[config.mk]
export PLATFORM = sky130hd
export DESIGN_NAME = segment_collector
export DESIGN_NICKNAME = d
export VERILOG_FILES = /design/src/rtl/risc0_seg_pkg.sv /design/src/rtl/seg_fifo.sv /design/src/rtl/segment_collector.sv
export SDC_FILE = /design/constraint.sdc
export NUM_CORES = 1
export LEC_CHECK = 0
export BUFFER_PORTS_ARGS = -buffer_cell sky130_fd_sc_hd__buf_2
export CORE_MARGIN = 2
export CORE_UTILIZATION = 59
export CTS_BUF_LIST = sky130_fd_sc_hd__clkbuf_16
export DETAILED_ROUTE_END_ITERATION = 10
export PLACE_DENSITY_LB_ADDON = 0.15
export RECOVER_POWER = 50
export SLEW_MARGIN = 20
export SYNTH_ARGS = -nofsm -noshare
export SYNTH_HDL_FRONTEND = slang
export SYNTH_SLANG_ARGS = --single-unit
[constraint.sdc]
create_clock -name clk -period 5.3 [get_ports clk]
set_clock_uncertainty 0.05 [all_clocks]
set_input_delay 0.53 -clock clk [delete_from_list [all_inputs] [get_ports clk]]
set_output_delay 0.53 -clock clk [all_outputs]
set_load 0.05 [all_outputs]
[src/rtl/risc0_seg_pkg.sv]
// Shared record format, tag codes and serializer state for the segment collector.
package risc0_seg_pkg;

  localparam int REC_W = 72;

  localparam logic [7:0] TAG_SEG  = 8'hA5;
  localparam logic [7:0] TAG_DONE = 8'hD0;
  localparam logic [7:0] TAG_ERR  = 8'hDE;

  typedef struct packed {
    logic [7:0]  tag;
    logic [31:0] seg;
    logic [31:0] cyc;
  } seg_rec_t;

  typedef enum logic {
    S_IDLE,
    S_SEND
  } ser_state_t;

endpackage

[src/rtl/seg_fifo.sv]
// Synchronous record FIFO with a wrap bit on each pointer to tell full from empty.
module seg_fifo #(
  parameter int DATA_W = 72,
  parameter int DEPTH  = 4
) (
  input  logic                     clk,
  input  logic                     rst_n,
  input  logic                     clear,
  input  logic                     push,
  input  logic [DATA_W-1:0]        push_data,
  input  logic                     pop,
  output logic [DATA_W-1:0]        pop_data,
  output logic                     full,
  output logic                     empty,
  output logic [$clog2(DEPTH):0]   level
);

  localparam int AW = $clog2(DEPTH);

  logic [DATA_W-1:0] mem [DEPTH];
  logic [AW:0]       wr_ptr;
  logic [AW:0]       rd_ptr;
  logic              wr_en;
  logic              rd_en;

  assign empty = (wr_ptr == rd_ptr);
  assign full  = (wr_ptr[AW] != rd_ptr[AW]) && (wr_ptr[AW-1:0] == rd_ptr[AW-1:0]);
  assign level = wr_ptr - rd_ptr;

  // A write into a full FIFO is allowed only when the head leaves in the same cycle.
  assign wr_en = push && !clear && (!full || pop);
  assign rd_en = pop && !clear && !empty;

  assign pop_data = mem[rd_ptr[AW-1:0]];

  always_ff @(posedge clk) begin
    if (wr_en) mem[wr_ptr[AW-1:0]] <= push_data;
  end

  always_ff @(posedge clk or negedge rst_n) begin
    if (!rst_n) begin
      wr_ptr <= '0;
      rd_ptr <= '0;
    end else if (clear) begin
      wr_ptr <= '0;
      rd_ptr <= '0;
    end else begin
      if (wr_en) wr_ptr <= wr_ptr + 1'b1;
      if (rd_en) rd_ptr <= rd_ptr + 1'b1;
    end
  end

endmodule

[src/rtl/segment_collector.sv]
// Captures executor segment/done events as 72-bit records and streams them out
// as 9-byte little-endian packets over a valid/ready byte link.
module segment_collector
  import risc0_seg_pkg::*;
#(
  parameter int DEPTH = 4
) (
  input  logic                    clk,
  input  logic                    rst_n,
  input  logic                    clear,
  input  logic                    segment_ready,
  input  logic [31:0]             segment_data,
  input  logic [63:0]             total_cycles,
  input  logic                    execution_done,
  input  logic                    execution_error,
  output logic                    segment_ack,
  output logic                    out_valid,
  output logic [7:0]              out_data,
  input  logic                    out_ready,
  output logic [$clog2(DEPTH):0]  fifo_level,
  output logic                    busy
);

  function automatic logic [7:0] rec_byte(input seg_rec_t r, input logic [3:0] i);
    logic [7:0] b;
    case (i)
      4'd0:    b = r.tag;
      4'd1:    b = r.seg[7:0];
      4'd2:    b = r.seg[15:8];
      4'd3:    b = r.seg[23:16];
      4'd4:    b = r.seg[31:24];
      4'd5:    b = r.cyc[7:0];
      4'd6:    b = r.cyc[15:8];
      4'd7:    b = r.cyc[23:16];
      4'd8:    b = r.cyc[31:24];
      default: b = 8'h00;
    endcase
    return b;
  endfunction

  logic             ack_q;
  logic             done_q;
  logic             done_pending;
  logic             err_q;
  logic             capture;
  logic             done_rise;
  logic             done_push;
  logic             fifo_full;
  logic             fifo_empty;
  logic             pop;
  seg_rec_t         push_rec;
  seg_rec_t         head_rec;
  logic [REC_W-1:0] head_bits;
  seg_rec_t         rec;
  ser_state_t       state;
  ser_state_t       state_nx;
  logic [3:0]       idx;
  logic [3:0]       idx_nx;
  logic             unused_cyc_hi;

  assign unused_cyc_hi = ^total_cycles[63:32];

  // Capture side: segment wins over a pending done record in the same cycle.
  assign capture   = segment_ready && !fifo_full && !ack_q && !clear;
  assign done_rise = execution_done && !done_q;
  assign done_push = done_pending && !capture && !fifo_full && !clear;

  always_comb begin
    push_rec.tag = capture ? TAG_SEG : (err_q ? TAG_ERR : TAG_DONE);
    push_rec.seg = capture ? segment_data : 32'h0;
    push_rec.cyc = total_cycles[31:0];
  end

  always_ff @(posedge clk or negedge rst_n) begin
    if (!rst_n) begin
      ack_q        <= 1'b0;
      done_q       <= 1'b0;
      done_pending <= 1'b0;
      err_q        <= 1'b0;
    end else begin
      ack_q  <= capture;
      done_q <= execution_done;
      if (clear) begin
        done_pending <= 1'b0;
      end else if (done_rise) begin
        done_pending <= 1'b1;
        err_q        <= execution_error;
      end else if (done_push) begin
        done_pending <= 1'b0;
      end
    end
  end

  seg_fifo #(
    .DATA_W (REC_W),
    .DEPTH  (DEPTH)
  ) u_fifo (
    .clk       (clk),
    .rst_n     (rst_n),
    .clear     (clear),
    .push      (capture || done_push),
    .push_data (push_rec),
    .pop       (pop),
    .pop_data  (head_bits),
    .full      (fifo_full),
    .empty     (fifo_empty),
    .level     (fifo_level)
  );

  assign head_rec = head_bits;

  // Serializer: the last byte's handshake reloads directly from the FIFO head.
  always_comb begin
    state_nx = state;
    idx_nx   = idx;
    pop      = 1'b0;
    if (clear) begin
      state_nx = S_IDLE;
      idx_nx   = 4'd0;
    end else begin
      case (state)
        S_IDLE: begin
          if (!fifo_empty) begin
            pop      = 1'b1;
            state_nx = S_SEND;
            idx_nx   = 4'd0;
          end
        end
        S_SEND: begin
          if (out_ready) begin
            if (idx == 4'd8) begin
              idx_nx = 4'd0;
              if (!fifo_empty) pop = 1'b1;
              else             state_nx = S_IDLE;
            end else begin
              idx_nx = idx + 4'd1;
            end
          end
        end
        default: state_nx = S_IDLE;
      endcase
    end
  end

  always_ff @(posedge clk or negedge rst_n) begin
    if (!rst_n) begin
      state <= S_IDLE;
      idx   <= 4'd0;
    end else begin
      state <= state_nx;
      idx   <= idx_nx;
    end
  end

  always_ff @(posedge clk) begin
    if (pop) rec <= head_rec;
  end

  assign segment_ack = ack_q;
  assign out_valid   = (state == S_SEND);
  assign out_data    = out_valid ? rec_byte(rec, idx) : 8'h00;
  assign busy        = !fifo_empty || (state != S_IDLE) || done_pending;

endmodule

==> impl_metrics.toml, run 1 <==
[worst_setup_path]
cp_top_family = "buffers and inverters"
criticalPathCategory = "register to output port"
crit_required_ns = 4.72
cp-end-kind = "output port"
crit_arrival_ns = 3.35
cp_max_fo = 71
cp_slowest_stage_delay_ns = 1.07
start_kind = "register"
cp_cell_sequence = "clkbuf_2 -> fa_1 -> xnor2_1 -> buf_2"
path_buf_inv = 2
slowest_stage = "clkbuf_2"

[power]
leakage_nw = 5.11
powerDensity_nw_per_um2 = 474
vdd_drop_max_mv = 0.282

[global_route]
overflow = 0
grt_usage_pct = 21.7
antenna_found_initial = 0
grt_start_max_net_pins = 72
grt_pass1_wl_um = 39000
grt_pass1_vias = 6822

[place]
dpl.hpwl_um = 14600
gp_congestion = 0.852
dp.cells = 997
place_area_um2 = 14300
numPortBuffers = 84

[synth]
synthAdderAreaFrac_pct = 1.16
synth-seq-cells = 355
async_flop_share_pct = 4.23
synth.mux.area_fraction_pct = 11.7
yosysWarnings = 0
synth-simple-area-share_pct = 4.04
syn_inst = 651
synth_area_um2 = 13600
synth_nets = 766
synth_xor_area_share_pct = 0.378
ys_seq_area_share_pct = 77.9
synth_top_family_by_area = "multiplexers"
yosysTopAreaCell = "edfxtp_1"
ys_top_cells_by_area = "edfxtp_1, mux4_2, dfrtp_1, and2_1, ha_1"
synth_compound_area_share_pct = 3.32
ys.flop_type = "edfxtp_1"
synth-edff-count = 340
syn_area_per_cell_um2 = 20.9
yosysTopAreaCellShare_pct = 75.2
synth_cell_types = 46

[clock_network]
cts-root-buf = "clkbuf_16"
clock_latency_ns = 0.51
htreeDepth = 2
clkTransAtPathRegs_ns = 0.06
clock_path_buffers = 3
numCtsBuffers = 36
cts_sinks = 355
post_cts_buffers = 0
cts_tree = "done"

[drt]
postRouteAntennaNets = 0
drt_iter0_markers = 647
drc_errors = 0
dr.pass1.iters = 6
via_per_inst = 6.12
routed_wl_um = 25500
wire_per_inst_um = 24.1
vias = 6498

[final_layout]
syn2layout_area_growth_pct = 13.8
mostFrequentLayoutCells = "edfxtp_1, mux4_2, buf_2"
antenna_cells = 0
fin_nets = 867
drive_gt1_share_pct = 24.1
layout.cells.non_filler = 1062
final_area_um2 = 15500
layout_commonest_cell = "edfxtp_1"

[die]
die-area_um2 = 24300
row_count = 55
initial_core_util_pct = 60.0
die_y_um = 156
die_x_um = 156
core_um2 = 22600
io_pins = 117

[run]
drv_cap = 1

[sta]
relSlewSlack_pct = -37.4
setup_tns_ns = 0
post-route-min-period_ns = 3.93
grt_setup_unrepaired = "no"
slew_violations = 72
hold_viol = 0
timing.final.crit_share_pct = 74.1
fmax_mhz = 255
setup_violations = 0
worst_slew_pin_slew_ns = 2.06

[hold_path]
hold_path_class = "input pin to register"

[run_status]
violations = "max-capacitance violations, max-slew violations"
status = "finished with violations"
## stage by stage
step / util, % / worst slack [ns] / total power, mW / hold WS, ns
floorplan: - / 1.47 / 4.47 / 0.184
global placement: 63.2 / 2.10 / 4.82 / 0.393
detailed placement: 63.2 / 1.98 / 4.84 / 0.406
CTS: 68.5 / 1.78 / 7.37 / 0.0947
global route: 68.3 / 1.05 / 7.60 / 0.0927
finish: 68.3 / 1.37 / 7.33 / 0.104
## kinds of logic (layout without fill, tap and decap cells)
family | after synthesis | in the layout
AND/OR/NAND/NOR | 98 | 98
adder cells (fa/ha/maj) | 12 | 12
multiplexers | 74 | 74
flip-flops | 355 | 355
AO/OA/AOI/OAI | 64 | 64
XOR/XNOR | 5 | 5
buffers and inverters | 43 | 169
## cell usage after synthesis, types with 2 or more instances
library cell and n:
a211oi_1 2, a21oi_1 19, a222oi_1 9, a22oi_1 14, and2_1 39, buf_2 16
buf_4 2, clkbuf_1 13, dfrtp_1 15, edfxtp_1 340, ha_1 11, inv_1 10
mux2_2 2, mux2i_1 4, mux4_2 68, nand2_1 16, nand2b_1 6, nand3_1 7
nand3b_1 3, nor2_1 13, nor2b_1 5, nor3_1 3, o21ai_0 9, xnor2_1 3
## layout make-up
class | count | area [um2]
Clock buffer | 36 | 901
Clock inverter | 27 | 287
Fill cell | 1438 | 7180
Inverter | 10 | 37.5
Multi-Input combinational cell | 253 | 2800
Sequential cell | 355 | 10600
Tap cell | 285 | 357
Timing Repair Buffer | 96 | 490
## where the power goes
| group | internal, mW | switching (mW) |
|---|---|---|
| clock | 1.53 | 1.01 |
| combinational | 0.500 | 0.759 |
| sequential | 3.41 | 0.130 |
| total | 5.44 | 1.90 |
## worst paths after layout
| path | from | to | slack, ns | depth (start not counted) |
|---|---|---|---|---|
| min reg2reg | done_q | done_pending | 0.50 | 2 |
| min | execution_done | done_q | 0.10 | 1 |
| max | u_fifo.rd_ptr[1] | fifo_level[2] | 1.37 | 4 |
| max in group asynchronous | rst_n | u_fifo.rd_ptr[1] | 4.02 | 2 |
| min in group asynchronous | rst_n | u_fifo.rd_ptr[0] | 0.61 | 2 |
| max reg2reg | u_fifo.rd_ptr[0] | u_fifo.mem[1][56] | 1.47 | 5 |
## registers in the layout, indices dropped and copies added, names as in the netlist, 3 cells and up
name / cells
u_fifo.mem: 272
idx: 4
rec: 68
u_fifo.rd_ptr: 3
u_fifo.wr_ptr: 3
## what timing repair did
action / 4_1_cts / 5_1_grt
hold buffers: 1 / 0
gates resized for setup: 0 / 0
endpoints found under the hold margin: 15 / 0
## metal layers
layer  wire length [um]  part of all wire, %  GRT usage (%)
met2              12600                   49           34.8
met1              10700                   42           31.0
met4                711                  2.8           6.77
met3               1560                  6.1           4.17
met5                  0                    0              0
(Power assumes the default switching activity.)
==> run 2, diff against run 1 <==
Clock period 5.3 ns to 3.9 ns, I/O delays scaled along.
==> run 2 against run 1 <==
Against the previous run: the flow still finishes with violations (max-capacitance violations, max-slew violations); utilization grew 0.39 points; wire length shrank 1.2%; register-to-register slack lost 1.1 ns; global-route usage is essentially flat; first-iteration DRC count grew 1.1%; setup slack lost 0.97 ns; design area grew 0.58%; clock power grew 29%; hold slack lost 0.036 ns; die area is the same; combinational power grew 36%.
==> impl_metrics.toml, run 2 (synthesis results as in run 1) <==
[run_status]
status = "finished with violations"
violations = "max-capacitance violations, max-slew violations"

[drt]
drc_errors = 0
vias = 6493
routed_wl_um = 25200
via_per_inst = 6.02
wire_per_inst_um = 23.4
drt_iter0_markers = 654
dr.pass1.iters = 7
postRouteAntennaNets = 0

[clock_network]
cts_tree = "done"
clkTransAtPathRegs_ns = 0.06
htreeDepth = 2
cts_resized = 0
cts-root-buf = "clkbuf_16"
cts_sinks = 355
numCtsBuffers = 37
clock_path_buffers = 3
clock_latency_ns = 0.52
post_cts_buffers = 0
cts_hold_buf = 2

[die]
die_y_um = 156
die-area_um2 = 24300
initial_core_util_pct = 60.0
core_um2 = 22600
row_count = 55
die_x_um = 156
io_pins = 117

[sta]
setup_tns_ns = 0
grt_setup_unrepaired = "no"
setup_violations = 0
fmax_mhz = 286
post-route-min-period_ns = 3.50
worst_slew_pin_slew_ns = 1.87
relSlewSlack_pct = -24.6
hold_viol = 0
slew_violations = 179
timing.final.crit_share_pct = 89.7

[final_layout]
layout_commonest_cell = "edfxtp_1"
largest_register_ffs = 272
syn2layout_area_growth_pct = 14.4
drive_gt1_share_pct = 25.5
n_fill_cell = 1431
mostFrequentLayoutCells = "edfxtp_1, mux4_2, buf_2"
final_area_um2 = 15500
antenna_cells = 0
fin_nets = 882

[power]
vdd_drop_max_mv = 0.487
leakage_nw = 5.20
powerDensity_nw_per_um2 = 629

[place]
dpl.hpwl_um = 14800
place_area_um2 = 14500
numPortBuffers = 84
gp_congestion = 0.813

[global_route]
grt_usage_pct = 21.7
grt_pass1_vias = 6643
grt_pass1_wl_um = 38900
antenna_found_initial = 0
overflow = 0
grt_start_max_net_pins = 72

[worst_setup_path]
cp_max_fo = 68
start_kind = "register"
crit_arrival_ns = 3.55
cp-end-kind = "register"
criticalPathCategory = "register to register"
crit_required_ns = 3.95

[run]
drv_cap = 3

[hold_path]
hold_path_class = "input pin to register"
run 2: cell types whose count changed in the layout (fill, tap and decap cells not counted), sizes merged:
| cell | delta |
|---|---|
| buf | +12 |
| bufinv | -3 |
| clkbuf | +2 |
| clkinv | -1 |
| clkinvlp | -2 |
| dlygate4sd3 | +1 |
| inv | +7 |
run 2: layout make-up:
| type | instances | area [um2] | area share [%] |
|---|---|---|---|
| Sequential cell | 355 | 10600 | 68.1 |
| Clock buffer | 37 | 926 | 5.96 |
| Tap cell | 285 | 357 | 2.29 |
| Inverter | 10 | 37.5 | 0.241 |
| Multi-Input combinational cell | 253 | 2800 | 18.0 |
| Timing Repair Buffer | 110 | 628 | 4.04 |
| Clock inverter | 28 | 209 | 1.34 |
run 2: where the power goes:
| group | switching (mW) | internal, mW | total (mW) | leakage, nW |
|---|---|---|---|---|
| Clock | 1.36 | 1.92 | 3.28 | 0.614 |
| Combinational | 1.05 | 0.664 | 1.71 | 1.23 |
| Sequential | 0.152 | 4.63 | 4.79 | 3.36 |
run 2: metal layers:
layer	track usage [%]	vias to the layer above	part of all wire, %
met3	3.72	42	6.4
met1	32.2	3298	42
li1	-	2893	-
met2	33.4	260	49
met5	0	-	0
met4	7.60	0	2.7
run 2: stage by stage:
step                      utilization (%)  total power, mW  hold slack, ns  setup slack [ns]  std cells
after floorplan                         -             6.08          0.0444            0.0714        651
after global placement               64.0             6.58           0.253              1.09       1011
after detailed placement             64.0             6.61           0.267              1.07       1011
after CTS                            69.1             9.88          0.0250             0.526       1078
after global routing                 68.7             10.1          0.0650             0.189       1078
final                                68.7             9.78          0.0680             0.402       1078
run 2: worst paths after layout:
check | start | endpoint | slack, ns | depth (start not counted)
min | execution_error | err_q | 0.07 | 2
max | u_fifo.wr_ptr[0] | u_fifo.mem[1][61] | 0.40 | 6
min in group asynchronous | rst_n | idx[3] | 0.45 | 2
min reg2reg | done_q | done_pending | 0.48 | 2
max reg2reg | u_fifo.wr_ptr[0] | u_fifo.mem[1][61] | 0.40 | 6
max in group asynchronous | rst_n | u_fifo.rd_ptr[0] | 2.74 | 2
run 2: critical path, stage by stage (launching register included):
cell,delay [ns]
dfrtp_1,0.44
inv_1,0.12
ha_1,0.31
nand2_1,0.17
o221a_1,0.40
and2_2,0.20
buf_2,1.28
==> run 3, diff against run 2 <==
==> constraint.sdc (replaced) <==
create_clock -name clk -period 3.9 [get_ports clk]
set_clock_uncertainty 0.05 [all_clocks]
set_input_delay 0.195 -clock clk [delete_from_list [all_inputs] [get_ports clk]]
set_output_delay 0.195 -clock clk [all_outputs]
set_load 0.05 [all_outputs]
==> run 3 against run 2 <==
Against the previous run: the run still ends with max-capacitance violations, max-slew violations left; sequential cell count is the same; sequential share of layout area shrank 2.5 points; global-route usage grew 0.94 points; wire length grew 5.0%; via count grew 6.4%; sequential power is essentially flat; count of clock-buffer cells in the layout shrank 1; power shrank 1.9%; clock power shrank 7.9%; die area is the same; register-to-register slack gained 0.18 ns; final cell count grew 6.3%.
==> impl_metrics.toml, run 3 (synthesis results as in run 1) <==
[run_status]
status = "finished with violations"
violations = "max-capacitance violations, max-slew violations"

[worst_setup_path]
crit_cells = 3
cp_slowest_stage_delay_ns = 1.27
cp_cell_sequence = "clkbuf_2 -> buf_4 -> mux4_2"
cp-end-kind = "register"
crit_end = "rec[26]"
criticalPathCategory = "register to register"
slowest_stage = "clkbuf_2"
crit_arrival_ns = 3.52
cp_top_family = "buffers and inverters"
crit_required_ns = 4.10
cp_max_fo = 46
r2r-end = "rec[26]"
r2r-start = "u_fifo.rd_ptr[0]"
rrSetupSlack_ns = 0.58
startpoint = "u_fifo.rd_ptr[0]"
start_kind = "register"
reg2reg_depth = 3
path_buf_inv = 2

[sta]
worst_slew_pin_slew_ns = 1.82
setup_violations = 0
grt_setup_unrepaired = "no"
holdWs_ns = 0.0564
fmax_mhz = 301
post-route-min-period_ns = 3.32
slew_violations = 47
timing.final.crit_share_pct = 85.1
hold_viol = 0
relSlewSlack_pct = -21.3
setup_tns_ns = 0

[die]
row_count = 55
die_y_um = 156
core_um2 = 22600
initial_core_util_pct = 60.0
die-area_um2 = 24300
die_x_um = 156
io_pins = 117

[final_layout]
largest_register_ffs = 272
n_fill_cell = 1362
multi_input_area_um2 = 2790
seq_area_um2 = 10600
syn2layout_area_growth_pct = 18.8
layout_commonest_cell = "edfxtp_1"
antenna_cells = 0
mostFrequentLayoutCells = "edfxtp_1, mux4_2, dlygate4sd3_1"
fin_nets = 949
fin_util_pct = 71.3
drive_gt1_share_pct = 23.9
final_area_um2 = 16100

[drt]
drc_errors = 0
dr.pass1.iters = 5
via_per_inst = 6.03
wire_per_inst_um = 23.1
vias = 6910
postRouteAntennaNets = 0
routed_wl_um = 26500
drt_iter0_markers = 651

[global_route]
grt_pass1_wl_um = 40500
grt_pass1_vias = 7154
grt_usage_pct = 22.6
overflow = 0
antenna_found_initial = 0
grt_start_max_net_pins = 72

[run]
drv_cap = 1

[clock_network]
clock_latency_ns = 0.51
cts_sinks = 355
post_cts_buffers = 0
numCtsBuffers = 35
cts_resized = 0
cts-root-buf = "clkbuf_16"
htreeDepth = 2
clock_path_buffers = 3
cts_hold_buf = 58
clkTransAtPathRegs_ns = 0.06
cts_tree = "done"

[place]
place_area_um2 = 14600
dpl.hpwl_um = 16100
numPortBuffers = 84
gp_congestion = 0.814

[power]
total_power_mw = 9.59
leakage_nw = 5.45
vdd_drop_max_mv = 0.413
powerDensity_nw_per_um2 = 595

[hold_path]
min-delay-start = "segment_data[24]"
hold_path_class = "input pin to register"
run 3: cell types whose count changed in the layout (fill, tap and decap cells not counted), sizes merged:
cell,previous run,this run
buf,70,80
bufinv,3,0
dlygate4sd3,2,58
clkbuf,75,77
clkinv,10,13
run 3: power by group:
group,total (mW),internal [mW],switching (mW)
clock,3.02,1.68,1.34
sequential,4.80,4.63,0.170
combinational,1.77,0.716,1.05
run 3: stage by stage:
step	cells	setup WS, ns
after floorplan	651	0.0714
after global placement	1024	1.12
after detailed placement	1024	1.11
after CTS	1146	0.677
after global routing	1146	0.202
final	1146	0.582
run 3: final cells by class:
cell class,instances,area share (%)
timing repair buffer,179,8.19
multi-input combinational,253,17.3
tap,285,2.21
sequential,355,65.6
clock buffer,36,5.58
clock inverter,28,0.853
inverter,10,0.233
run 3: how the worst min path moves through the flow:
| stage | to | cells after the start |
|---|---|---|
| 2_1_floorplan | done_pending | 0 |
| 3_3_place_gp | u_fifo.wr_ptr[0] | 1 |
| 3_5_place_dp | u_fifo.wr_ptr[1] | 1 |
| 4_1_cts | u_fifo.mem[0][60] | 2 |
| 5_1_grt | u_fifo.mem[3][56] | 2 |
| 6_report | u_fifo.mem[3][56] | 2 |
run 3: per-layer routing:
layer | global-route usage (%) | wire length (um) | vias to the layer above
li1 | - | - | 3029
met1 | 31.3 | 10900 | 3541
met2 | 36.4 | 13100 | 294
met3 | 5.47 | 1890 | 46
met4 | 7.34 | 676 | 0
met5 | 0 | 0 | -
